## config.mk

```make
export PLATFORM = sky130hd
export DESIGN_NAME = bidir_port_ctrl
export DESIGN_NICKNAME = d
export VERILOG_FILES = /design/src/rtl/bidir_port_ctrl_pkg.sv /design/src/rtl/bidir_port_ctrl_sync_2ff.sv /design/src/rtl/bidir_port_ctrl.sv
export SDC_FILE = /design/constraint.sdc
export NUM_CORES = 1
export LEC_CHECK = 0
export BUFFER_PORTS_ARGS = -buffer_cell sky130_fd_sc_hd__buf_2
export CORE_MARGIN = 2
export CORE_UTILIZATION = 47
export CTS_CLUSTER_DIAMETER = 50
export CTS_CLUSTER_SIZE = 16
export DETAILED_ROUTE_END_ITERATION = 16
export GPL_TIMING_DRIVEN = 0
export PLACE_DENSITY = 0.77
export SYNTH_ARGS = -nofsm -noshare
export SYNTH_HDL_FRONTEND = slang
export SYNTH_SLANG_ARGS = --single-unit
```

## constraint.sdc

```tcl
create_clock -name clk -period 1.5 [get_ports clk]
set_input_delay 0.15 -clock clk [delete_from_list [all_inputs] [get_ports clk]]
set_output_delay 0.15 -clock clk [all_outputs]
set_load 0.02 [all_outputs]
```

## src/rtl/bidir_port_ctrl_pkg.sv

```systemverilog
// Register offsets and defaults shared by the bidirectional port controller.
package bidir_port_ctrl_pkg;

  typedef enum logic [1:0] {
    REG_DATA = 2'd0,
    REG_DIR  = 2'd1,
    REG_STAT = 2'd2,
    REG_MASK = 2'd3
  } reg_off_e;

  localparam logic [7:0] DEF_BASE_ADDR = 8'h10;

endpackage

```

## src/rtl/bidir_port_ctrl_sync_2ff.sv

```systemverilog
// Two-flop synchronizer bringing pad levels into the clk domain.
module sync_2ff #(
  parameter int unsigned WIDTH = 8
) (
  input  logic             clk,
  input  logic             reset,
  input  logic [WIDTH-1:0] d,
  output logic [WIDTH-1:0] q
);

  logic [WIDTH-1:0] sync1_q, sync1_d;
  logic [WIDTH-1:0] sync2_q, sync2_d;

  always_comb begin
    sync1_d = d;
    sync2_d = sync1_q;
  end

  always_ff @(posedge clk) begin
    if (reset) begin
      sync1_q <= '0;
      sync2_q <= '0;
    end else begin
      sync1_q <= sync1_d;
      sync2_q <= sync2_d;
    end
  end

  assign q = sync2_q;

endmodule

```

## src/rtl/bidir_port_ctrl.sv

```systemverilog
// Processor-mapped bidirectional pad port with edge-flag interrupts.
// Edge flags, mask and interrupt exist only when BIDIR_PORT_IRQ_EN is defined.
module bidir_port_ctrl
  import bidir_port_ctrl_pkg::*;
#(
  parameter logic [7:0]  BASE_ADDR = DEF_BASE_ADDR,
  parameter int unsigned WIDTH     = 8
) (
  input  logic             clk,
  input  logic             reset,
  input  logic [7:0]       port_id,
  input  logic             write_strobe,
  input  logic             read_strobe,
  input  logic [7:0]       out_port,
  output logic [7:0]       in_port,
  output logic [WIDTH-1:0] pad_i,
  output logic [WIDTH-1:0] pad_t,
  input  logic [WIDTH-1:0] pad_o,
  output logic             interrupt,
  input  logic             interrupt_ack
);

  logic [7:0]       off;
  logic             hit;
  logic             sel_data, sel_dir;
  logic             sel_stat, sel_mask;
  logic [WIDTH-1:0] wdata;
  logic [WIDTH-1:0] sync2;
  logic [WIDTH-1:0] stat_v, mask_v;
  logic             unused_in;

  logic [WIDTH-1:0] data_q, data_d;
  logic [WIDTH-1:0] dir_q, dir_d;
  logic [7:0]       in_port_q, in_port_d;

  // Subtracting the base handles unaligned bases and wraparound.
  assign off = port_id - BASE_ADDR;
  assign hit = (off[7:2] == 6'd0);

  assign sel_data = hit && (off[1:0] == REG_DATA);
  assign sel_dir  = hit && (off[1:0] == REG_DIR);
  assign sel_stat = hit && (off[1:0] == REG_STAT);
  assign sel_mask = hit && (off[1:0] == REG_MASK);

  assign wdata = out_port[WIDTH-1:0];

  sync_2ff #(
    .WIDTH(WIDTH)
  ) u_sync (
    .clk  (clk),
    .reset(reset),
    .d    (pad_o),
    .q    (sync2)
  );

  always_comb begin
    data_d = data_q;
    dir_d  = dir_q;
    if (write_strobe && sel_data) begin
      data_d = wdata;
    end
    if (write_strobe && sel_dir) begin
      dir_d = wdata;
    end
  end

  always_comb begin
    in_port_d = 8'h00;
    unique case (1'b1)
      sel_data: in_port_d[WIDTH-1:0] = sync2;
      sel_dir:  in_port_d[WIDTH-1:0] = dir_q;
      sel_stat: in_port_d[WIDTH-1:0] = stat_v;
      sel_mask: in_port_d[WIDTH-1:0] = mask_v;
      default:  in_port_d = 8'h00;
    endcase
  end

  always_ff @(posedge clk) begin
    if (reset) begin
      data_q    <= '0;
      dir_q     <= '1;
      in_port_q <= 8'h00;
    end else begin
      data_q    <= data_d;
      dir_q     <= dir_d;
      in_port_q <= in_port_d;
    end
  end

  assign pad_i   = data_q;
  assign pad_t   = dir_q;
  assign in_port = in_port_q;

`ifdef BIDIR_PORT_IRQ_EN
  logic [WIDTH-1:0] sync3_q, sync3_d;
  logic [WIDTH-1:0] stat_q, stat_d;
  logic [WIDTH-1:0] mask_q, mask_d;
  logic             irq_q, irq_d;
  logic [WIDTH-1:0] rise;

  assign rise = sync2 & ~sync3_q;

  always_comb begin
    sync3_d = sync2;
    stat_d  = stat_q;
    mask_d  = mask_q;
    if (write_strobe && sel_stat) begin
      stat_d = stat_q & ~wdata;
    end
    // A fresh edge beats a same-cycle clear.
    stat_d = stat_d | rise;
    if (write_strobe && sel_mask) begin
      mask_d = wdata;
    end
    irq_d = interrupt_ack ? 1'b0 : |(stat_q & mask_q);
  end

  always_ff @(posedge clk) begin
    if (reset) begin
      sync3_q <= '0;
      stat_q  <= '0;
      mask_q  <= '0;
      irq_q   <= 1'b0;
    end else begin
      sync3_q <= sync3_d;
      stat_q  <= stat_d;
      mask_q  <= mask_d;
      irq_q   <= irq_d;
    end
  end

  assign stat_v    = stat_q;
  assign mask_v    = mask_q;
  assign interrupt = irq_q;
  assign unused_in = read_strobe;
`else
  assign stat_v    = '0;
  assign mask_v    = '0;
  assign interrupt = 1'b0;
  assign unused_in = read_strobe ^ interrupt_ack;
`endif

endmodule

```

==> flow_summary.ini <==
[clock_tree]
hold_buffers = 4
clkTransAtPathRegs_ns = 0.11
htreeDepth = 2
post_cts_resized = 0
postCtsSetupBuffers = 0
clock_latency_ns = 0.34
cts_buffers = 5
cts_tree = built
clock_path_buffers = 2
clockRootBuffer = clkbuf_4
cts_sinks = 40

[synthesis]
synth_top_area_frac = 0.559
ys.flop_type = dfxtp_1
ys_top_cells_by_area = dfxtp_1 (56%), mux2i_1 (17%), nand2b_1 (7.0%)
yosysMostFrequentCell = dfxtp_1
syn_inst = 134
yosys_warnings = 0
synth_top_area_cell = dfxtp_1
synth_area_sq_mm = 0.00143
synth_edf_count = 0
synth.avg_cell_area_sq_um = 10.7
ys_top_cells_by_count = dfxtp_1 (40), mux2i_1 (24), nor2_1 (24)
yosysSeqAreaShare = 0.559
synth_cell_type_count = 14
ys_ff_latch = 40
synthesis.nets = 163
ys_async_sr_fraction = 0

[die]
io_pins = 54
fp.dieW_um = 59.2
rows = 20
chipHeight_um = 59.2
die-area_sq_mm = 0.00351
start_util = 0.481
core_sq_mm = 0.00298

[routing]
drc = 0
drt_iter0_markers = 25
ant_nets = 0
viasPerCell = 4.80
routedWlPerCell_um = 11.9
num_vias = 1089
totalWireLength_um = 2710
firstDrtPassIters = 4

[finish]
regArea_sq_um = 801
final_layout_size_suffix_gt1_frac = 0.309
num_antenna_cells = 0
nNetsFinal = 222
fillers = 263
multi_input_area_sq_um = 593
syn2layout_area_growth_pct = 27.8

[global_routing]
grt.overflow.total = 0
grt_max_degree = 13
grt_pass1_wl_um = 4370
grt_pass1_vias = 1022
antenna_found_initial = 0
grt.total_usage = 0.175

[timing]
rsz0062_at_grt = false
layout_min_cycle_time_ns = 1.06
finalCritPeriodShare = 0.710
timing_hold_violations_final = 0
slew_violations = 0
setup_slack_ns = 0.435
max_freq_ghz = 0.939
fin_setup_tns_ns = 0
setup_viol = 0
clock_skew_ns = 0.00160

[worst_hold_path]
hp-class = input port to register

[setup_path]
cp_slowest_cell = dfxtp_1
required_ns = 1.35
worst-path-max-fanout = 3
worstSetupPathType = register to output pin
end_kind = output pin
critPathMaxStageDelay_ns = 0.39
arrival_ns = 0.91
start_kind = register
path_delay_family = flip-flops
cp_cell_sequence = buf_2
worst-path-buf-inv = 1

[placement]
place.gp.congestion = 0.767
dpl_worst_slack_ns = 0.142
place.detailed.hpwl_um = 2050
portBuffers = 48

[run_status]
status = finished clean

[pwr]
power_density_mw_per_mm2 = 1040
ir_worst_vdd_uv = 724
leakage_nw = 0.882

[job]
drv_cap = 0
-- layout make-up --
| class | count | area share |
|---|---|---|
| clock inverter | 2 | 0.0191 |
| tap | 33 | 0.0226 |
| buffer | 8 | 0.0212 |
| timing repair buffer | 52 | 0.153 |
| multi-input combinational | 86 | 0.324 |
| clock buffer | 6 | 0.0226 |
| sequential | 40 | 0.437 |
-- cell usage in the layout (no fill, tap or decap), types with 2 or more instances in the layout --
cell type      synthesis  layout
buf_2                  1      49
buf_4                  2       2
clkbuf_1               5       6
clkbuf_4               0       5
dfxtp_1               40      40
dlygate4sd3_1          0       4
mux2i_1               24      24
nand2b_1              16      16
nor2_1                24      24
nor2b_1               16      16
-- path summary, 6_finish.rpt --
check | startpoint | endpoint | slack [ns] | cells past startpoint
setup reg to reg | pad_t[3]$_SDFFE_PP1P_ | in_port[3]$_SDFF_PP0_ | 0.83 | 2
hold reg to reg | u_sync.sync1_q[5]$_SDFF_PP0_ | u_sync.q[5]$_SDFF_PP0_ | 0.45 | 1
hold / removal | pad_o[2] | u_sync.sync1_q[2]$_SDFF_PP0_ | 0.02 | 2
setup / recovery | pad_t[0]$_SDFFE_PP1P_ | pad_t[0] | 0.44 | 1
-- stage by stage --
step                area, sq um   util  hold WS [ns]  std cells  power, mW
floorplan                  1430      -         0.278        134       1.18
global placement           1710  0.576         0.362        215       1.23
detailed placement         1710  0.576         0.363        215       1.23
CTS                        1830  0.615        0.0100        227       1.92
global route               1830  0.615        0.0154        227       1.97
finish                     1830  0.615        0.0199        227       1.91
-- power by group --
group / leakage, nW / internal (mW) / switching, mW
Combinational: 0.514 / 0.0692 / 0.0598
Sequential: 0.326 / 1.08 / 0.00448
Clock: 0.0422 / 0.349 / 0.343
-- per-layer routing --
metal,up-vias,track usage,wire [um]
met1,499,0.195,1180
li1,549,-,-
met5,-,0,0
met4,0,0.0779,52
met2,34,0.292,1300
met3,7,0.0677,169
-- cell families after synthesis --
kind of cell	Yosys count	share of synthesized area
simple gates	61	0.244
other cells	1	0.00262
buf+inv	8	0.0271
flops	40	0.559
mux	24	0.168
-- registers in the layout, indices dropped and copies added, names as in the netlist --
| register | cells |
|---|---|
| u_sync.q | 8 |
| in_port | 8 |
| pad_i | 8 |
| pad_t | 8 |
| u_sync.sync1_q | 8 |
No activity file was read; power rests on OpenSTA's default activity.
